==> src/rtl/somador_pkg.sv <==
// Shared definitions for the BCD adder/display block: FSM encoding,
// digit width and the active-low 7-segment patterns (a..g, MSB first).
package somador_pkg;

    localparam int DIGIT_W = 4;

    typedef enum logic [1:0] {
        IDLE = 2'd0,
        CONV = 2'd1,
        DONE = 2'd2
    } state_t;

    localparam logic [6:0] SEG_0     = 7'b0000001;
    localparam logic [6:0] SEG_1     = 7'b1001111;
    localparam logic [6:0] SEG_2     = 7'b0010010;
    localparam logic [6:0] SEG_3     = 7'b0000110;
    localparam logic [6:0] SEG_4     = 7'b1001100;
    localparam logic [6:0] SEG_5     = 7'b0100100;
    localparam logic [6:0] SEG_6     = 7'b0100000;
    localparam logic [6:0] SEG_7     = 7'b0001111;
    localparam logic [6:0] SEG_8     = 7'b0000000;
    localparam logic [6:0] SEG_9     = 7'b0000100;
    localparam logic [6:0] SEG_BLANK = 7'b1111111;

endpackage

==> src/rtl/somador_bcd_display_seg7_decoder.sv <==
// Combinational BCD digit to active-low 7-segment decoder with blanking.
// Non-decimal codes (10..15) show blank.
module seg7_decoder
    import somador_pkg::*;
(
    input  logic [DIGIT_W-1:0] digit_i,
    input  logic               blank_i,
    output logic [6:0]         seg_o
);

    // Map one digit to its segment pattern, or blank when requested.
    // NOTE: seg_o gets a default before the case so no path leaves it unassigned, which would infer a latch.
    always_comb begin
        seg_o = SEG_BLANK;
        if (!blank_i) begin
            case (digit_i)
                4'd0:    seg_o = SEG_0;
                4'd1:    seg_o = SEG_1;
                4'd2:    seg_o = SEG_2;
                4'd3:    seg_o = SEG_3;
                4'd4:    seg_o = SEG_4;
                4'd5:    seg_o = SEG_5;
                4'd6:    seg_o = SEG_6;
                4'd7:    seg_o = SEG_7;
                4'd8:    seg_o = SEG_8;
                4'd9:    seg_o = SEG_9;
                default: seg_o = SEG_BLANK;
            endcase
        end
    end

endmodule

==> src/rtl/somador_bcd_display.sv <==
// Sequential adder with double-dabble binary-to-BCD conversion (one bit per
// clock) and registered active-low 7-segment outputs for DIGITS digits.
module somador_bcd_display
    import somador_pkg::*;
#(
    parameter int WIDTH    = 8,
    parameter int DIGITS   = 3,
    parameter int BLANK_LZ = 0
) (
    input  logic                  clk,
    input  logic                  rst,
    input  logic [WIDTH-1:0]      n1,
    input  logic [WIDTH-1:0]      n2,
    input  logic                  tr0,
    input  logic                  start,
    output logic                  busy,
    output logic                  done,
    output logic [WIDTH:0]        sum,
    output logic [4*DIGITS-1:0]   bcd,
    output logic                  err,
    output logic [7*DIGITS-1:0]   disp
);

    localparam int SW = WIDTH + 1;
    localparam int BW = DIGIT_W * DIGITS;
    localparam int DW = 7 * DIGITS;
    localparam int CW = $clog2(WIDTH + 1);
    localparam logic [CW-1:0] CNT_LAST = CW'(WIDTH);

    state_t          state_q, state_d;
    logic            go_q, go_d;       // operands captured, CONV starts next edge
    logic [SW-1:0]   bin_q, bin_d;     // binary sum, rotated so it survives the conversion
    logic [BW-1:0]   scr_q, scr_d;     // BCD scratch
    logic            ovf_q, ovf_d;
    logic [CW-1:0]   cnt_q, cnt_d;
    logic [SW-1:0]   sum_q, sum_d;
    logic [BW-1:0]   bcd_q, bcd_d;
    logic            err_q, err_d;
    logic [DW-1:0]   disp_q, disp_d;

    logic [BW-1:0]   adj;
    logic [BW-1:0]   scr_shift;
    logic [SW-1:0]   bin_rot;
    logic            shift_out;
    logic [DIGITS-1:0] blank;
    logic [DW-1:0]   seg_next;
    logic            accept;

    // Add-3 correction on every scratch digit >= 5, then one left shift.
    always_comb begin
        adj = scr_q;
        for (int i = 0; i < DIGITS; i++) begin
            if (scr_q[DIGIT_W*i +: DIGIT_W] >= 4'd5)
                adj[DIGIT_W*i +: DIGIT_W] = scr_q[DIGIT_W*i +: DIGIT_W] + 4'd3;
        end
    end

    assign shift_out = adj[BW-1];
    assign scr_shift = {adj[BW-2:0], bin_q[SW-1]};
    // Rotating instead of shifting returns the original sum after SW steps.
    assign bin_rot   = {bin_q[SW-2:0], bin_q[SW-1]};

    // Leading-zero blanking mask for the result being loaded; units never blank.
    always_comb begin
        logic seen;
        seen  = 1'b0;
        blank = '0;
        for (int d = DIGITS - 1; d >= 0; d--) begin
            seen     = seen | (scr_shift[DIGIT_W*d +: DIGIT_W] != 4'd0);
            blank[d] = (BLANK_LZ != 0) && (d != 0) && !seen;
        end
    end

    for (genvar g = 0; g < DIGITS; g++) begin : g_dec
        seg7_decoder u_dec (
            .digit_i (scr_shift[DIGIT_W*g +: DIGIT_W]),
            .blank_i (blank[g]),
            .seg_o   (seg_next[7*g +: 7])
        );
    end

    // A request is taken in IDLE (unless one is already pending) or on the
    // DONE cycle, which hands over to IDLE at the same edge.
    assign accept = start && (((state_q == IDLE) && !go_q) || (state_q == DONE));

    // FSM next state, datapath next values and result load.
    always_comb begin
        state_d = state_q;
        go_d    = go_q;
        bin_d   = bin_q;
        scr_d   = scr_q;
        ovf_d   = ovf_q;
        cnt_d   = cnt_q;
        sum_d   = sum_q;
        bcd_d   = bcd_q;
        err_d   = err_q;
        disp_d  = disp_q;

        case (state_q)
            IDLE: begin
                if (go_q) begin
                    go_d    = 1'b0;
                    state_d = CONV;
                end
            end
            CONV: begin
                scr_d = scr_shift;
                bin_d = bin_rot;
                ovf_d = ovf_q | shift_out;
                cnt_d = cnt_q + 1'b1;
                if (cnt_q == CNT_LAST) begin
                    sum_d   = bin_rot;
                    bcd_d   = scr_shift;
                    err_d   = ovf_q | shift_out;
                    disp_d  = seg_next;
                    state_d = DONE;
                end
            end
            DONE: begin
                state_d = IDLE;
            end
            default: begin
                state_d = IDLE;
            end
        endcase

        if (accept) begin
            go_d  = 1'b1;
            bin_d = {1'b0, n1} + {1'b0, n2} + {{WIDTH{1'b0}}, tr0};
            scr_d = '0;
            ovf_d = 1'b0;
            cnt_d = '0;
        end
    end

    // State and result registers with synchronous reset.
    // NOTE: sequential state uses non-blocking assignments so every register samples pre-edge values.
    always_ff @(posedge clk) begin
        if (rst) begin
            state_q <= IDLE;
            go_q    <= 1'b0;
            bin_q   <= '0;
            scr_q   <= '0;
            ovf_q   <= 1'b0;
            cnt_q   <= '0;
            sum_q   <= '0;
            bcd_q   <= '0;
            err_q   <= 1'b0;
            disp_q  <= '1;
        end else begin
            state_q <= state_d;
            go_q    <= go_d;
            bin_q   <= bin_d;
            scr_q   <= scr_d;
            ovf_q   <= ovf_d;
            cnt_q   <= cnt_d;
            sum_q   <= sum_d;
            bcd_q   <= bcd_d;
            err_q   <= err_d;
            disp_q  <= disp_d;
        end
    end

    assign busy = (state_q != IDLE);
    assign done = (state_q == DONE);
    assign sum  = sum_q;
    assign bcd  = bcd_q;
    assign err  = err_q;
    assign disp = disp_q;

endmodule

==> config.mk <==
export PLATFORM = sky130hd
export DESIGN_NAME = somador_bcd_display
export DESIGN_NICKNAME = d
export VERILOG_FILES = /design/src/rtl/somador_pkg.sv /design/src/rtl/somador_bcd_display_seg7_decoder.sv /design/src/rtl/somador_bcd_display.sv
export SDC_FILE = /design/constraint.sdc
export NUM_CORES = 1
export LEC_CHECK = 0
export ABC_AREA = 0
export CORE_MARGIN = 10
export CORE_UTILIZATION = 45
export CTS_CLUSTER_SIZE = 25
export DETAILED_ROUTE_END_ITERATION = 10
export HOLD_SLACK_MARGIN = 0.02
export PLACE_DENSITY = 0.72
export REMOVE_ABC_BUFFERS = 1
export SYNTH_ARGS = -nofsm -noshare
export SYNTH_HDL_FRONTEND = slang
export SYNTH_SLANG_ARGS = --single-unit
export TNS_END_PERCENT = 30
==> constraint.sdc <==
create_clock -name clk -period 2.4 [get_ports clk]
set_input_delay 0.48 -clock clk [delete_from_list [all_inputs] [get_ports clk]]
set_output_delay 0.48 -clock clk [all_outputs]
set_load 0.01 [all_outputs]
==> impl_metrics.csv <==
group,metric,value,unit
logic_synthesis,yosysWarnings,0,
cells_and_area,n_antenna_cell,0,
timing,hold_viol_final,0,
grt,antenna_found_initial,0,
worst_setup_path,cp-start-kind,"primary input",
pwr,power_density,575,nW/um^2
run_status,status,"finished, final reports clean",
route,routed_wl,8630,um
die,fp-row-count,33,
die,start_util,45.6,%
timing,fin_crit,2.28,ns
clocking,cts_max_level,3,
route,drtIter0Drc,148,
flow_run,maxCapViolCount,0,
worst_setup_path,cpMostUsedCell,"fa_2",
cells_and_area,seqCellArea,1420,um^2
worst_setup_path,cp-end-kind,"register",
die,coreArea,8130,um^2
logic_synthesis,synth_compound_area_share,19.9,%
worst_setup_path,crit_chain,"clkdlybuf4s50_1 -> fa_2 -> inv_2 -> fa_2 -> nor2b_1 -> o21ai_1 -> a21oi_2 -> or4_1 -> a31oi_1 -> nor2_1",
min_path,min_path_type,"register to register",
cells_and_area,fill_cells,734,
cells_and_area,final_nets,570,
placement,pre_cts_ws,-0.401,ns
clocking,clkTransAtPathRegs,0.08,ns
logic_synthesis,synth_top_family_by_area,"compound AO/OA/AOI/OAI gates",
route,drtPass1Iterations,5,
timing,fin_worst_skew,0.00843,ns
clocking,cts_buffers,9,
pwr,peakVddDrop,0.000251,V
logic_synthesis,ys_ff_latch,71,
cells_and_area,multi_input_area,2170,um^2
worst_setup_path,path_max_fanout,3,
timing,fmax,0.439,GHz
cells_and_area,area_growth,31.9,%
clocking,hold_buffers,0,
die,die_x,111,um
clocking,insertion_delay,0.35,ns
placement,place_congestion,0.847,
logic_synthesis,yosysSeqAreaShare,38.3,%
logic_synthesis,synthXorXnorAreaFrac,3.94,%
timing,drv_slew,0,
pwr,power,2.82,mW
route,vias_per_cell,5.22,
placement,io_buffers,64,
logic_synthesis,synthFlopType,"dfxtp_1",
timing,fin_ws,0.121,ns
min_path,holdPathStages,2,
timing,maxSlewHeadroom,55.8,%
logic_synthesis,netlist_area,3710,um^2
die,pin_count,65,
route,drc,0,
worst_setup_path,slowest_stage,"clkdlybuf4s50_1",
worst_setup_path,crit_type,"primary input to register",
pwr,p_seq_share,44.0,%
pwr,p_leak,1.93,nW
worst_setup_path,crit_path_max_incr_delay,0.42,ns
die,die-area,12300,um^2
route,avgRoutedWirePerCell,13.7,um
worst_setup_path,crit_arrival,2.52,ns
placement,place_area,4570,um^2
timing,post-route-period-util,95.0,%
timing,setup_viol,0,
logic_synthesis,synth.mux.area_fraction,3.94,%
logic_synthesis,synth_edf_count,0,
grt,grt_pass1_vias,3244,
timing,fin_tns_setup,0,ns
logic_synthesis,async_reset_ff_share,0,%
pwr,pwr-share-clk,41.4,%
cells_and_area,final_area,4900,um^2
clocking,cts_root_buf,"clkbuf_8",
die,die-height,111,um
clocking,cts_sinks,71,
logic_synthesis,synth-simple-area-share,19.2,%
pwr,p_int,2.11,mW
pwr,switching_share,25.0,%
route,drtAntennaViolNets,0,
worst_setup_path,r2r_cells,9,
logic_synthesis,synth_fa_ha_area_share,10.2,%
grt,grt_max_degree,29,
logic_synthesis,syn_inst,441,
grt,overflow,0,
cells_and_area,final_cells,631,
grt,grt_pass1_wl,14700,um
pwr,power_switching,703,uW
placement,dp.cells,612,
placement,dp_hpwl,6370,um
clocking,clock_path_buffers,2,
grt,grt_usage,13.7,%
logic_synthesis,avgSynthCellArea,8.42,um^2
clocking,cts_tree,"done",
cells_and_area,drive_above_1_share,13.7,%
timing,max_slew.worst_pin.slew,0.664,ns
route,vias,3296,
worst_setup_path,worstPathRequired,2.64,ns
pwr,p_comb_share,14.6,%
logic_synthesis,synth.distinct_cells,55,
==> cell type report <==
cell class	instances	share of cell area, %
clock buffer	10	2.81
timing repair buffer	93	17.5
tap	105	2.68
sequential	71	29.1
inverter	17	1.30
clock inverter	6	2.20
multi-input combinational	329	44.4
==> critical path: cells and delay by family <==
kind                       cells  cell delay, ns
AOI/OAI and AO/OA              3            0.47
adders and majority gates      2            0.56
buffers and inverters          2            0.49
and+or+nand+nor                3            0.50
==> cell families after synthesis <==
| family | Yosys count |
|---|---|
| adder cells (fa/ha/maj) | 29 |
| flip-flops | 71 |
| multiplexers | 11 |
| XOR/XNOR | 15 |
| buffers and inverters | 41 |
| AO/OA/AOI/OAI | 111 |
| AND/OR/NAND/NOR | 163 |
==> final timing paths <==
| check | to | slack [ns] | startpoint |
|---|---|---|---|
| max | bin_q[6]$_SDFFE_PP0P_ | 0.12 | n1[0] |
| min | sum[5]$_SDFFE_PP0P_ | 0.45 | sum[5]$_SDFFE_PP0P_ |
| max reg2reg | disp[13]$_SDFFE_PP1P_ | 0.13 | scr_q[5]$_SDFFE_PP0P_ |
| min reg2reg | sum[5]$_SDFFE_PP0P_ | 0.45 | sum[5]$_SDFFE_PP0P_ |
==> sequential cells by signal, indices dropped and copies added, names as in the netlist <==
| signal | flops |
|---|---|
| state_q | 2 |
| err | 1 |
| ovf_q | 1 |
| scr_q | 12 |
| sum | 9 |
| disp | 21 |
| go_q | 1 |
| bin_q | 9 |
| bcd | 11 |
| cnt_q | 4 |
==> power groups by stage <==
| stage | sequential [mW] | clock, mW | combinational [mW] |
|---|---|---|---|
| 2_1_floorplan | 1.26 | 0 | 0.257 |
| 3_3_place_gp | 1.26 | 0 | 0.383 |
| 3_5_place_dp | 1.26 | 0 | 0.392 |
| 4_1_cts | 1.24 | 1.18 | 0.395 |
| 5_1_grt | 1.24 | 1.23 | 0.457 |
| 6_report | 1.24 | 1.17 | 0.410 |
==> cell usage in the layout, fill, tap and decap left out, types with 8 or more instances in the layout <==
master,n
nand2_1,82
nor2_1,40
o21ai_0,10
clkdlybuf4s50_1,61
a21oi_1,41
inv_1,16
a211oi_1,12
a221o_1,8
clkbuf_8,10
ha_1,27
nor3_1,8
buf_4,29
dfxtp_1,69
==> metal layers <==
| layer | global-route usage (%) | part of all wire, % | up-vias |
|---|---|---|---|
| met5 | 0 | 0 | - |
| met4 | 6.86 | 1.4 | 0 |
| met3 | 3.30 | 5.8 | 10 |
| met2 | 23.7 | 49 | 76 |
| met1 | 15.3 | 44 | 1518 |
| li1 | - | - | 1692 |
==> synth_stat cells, types with 4 or more instances <==
| master | instances | area share (%) |
|---|---|---|
| a211oi_1 | 12 | 2.4 |
| a21oi_1 | 44 | 5.9 |
| a221o_1 | 8 | 2.2 |
| a311oi_1 | 4 | 0.94 |
| a31oi_1 | 5 | 0.84 |
| buf_1 | 4 | 0.40 |
| buf_2 | 7 | 0.94 |
| clkbuf_1 | 12 | 1.2 |
| dfxtp_1 | 71 | 38 |
| ha_1 | 27 | 9.1 |
| inv_1 | 17 | 1.7 |
| mux2_4 | 4 | 1.6 |
| nand2_1 | 82 | 8.3 |
| nand2b_1 | 7 | 1.2 |
| nor2_1 | 40 | 4.0 |
| nor3_1 | 8 | 1.1 |
| nor4_1 | 7 | 1.2 |
| o21ai_0 | 10 | 1.3 |
| o21ai_1 | 5 | 0.67 |
| xnor2_1 | 9 | 2.1 |
| xor2_1 | 4 | 0.94 |
==> through the flow <==
step                      hold WS, ns  util (%)
final                           0.454      60.2
after global routing            0.481      60.2
after CTS                       0.456      59.3
after detailed placement        0.446      56.2
after global placement          0.445      56.2
after floorplan                 0.439         -
==> repair_timing <==
action                                  4_1_cts  5_1_grt
gates resized for setup                       2       12
buffers inserted                              0        3
pin swaps                                     0        6
gates cloned                                  0        0
endpoints found under the setup margin        3        5
(Power assumes the default switching activity.)
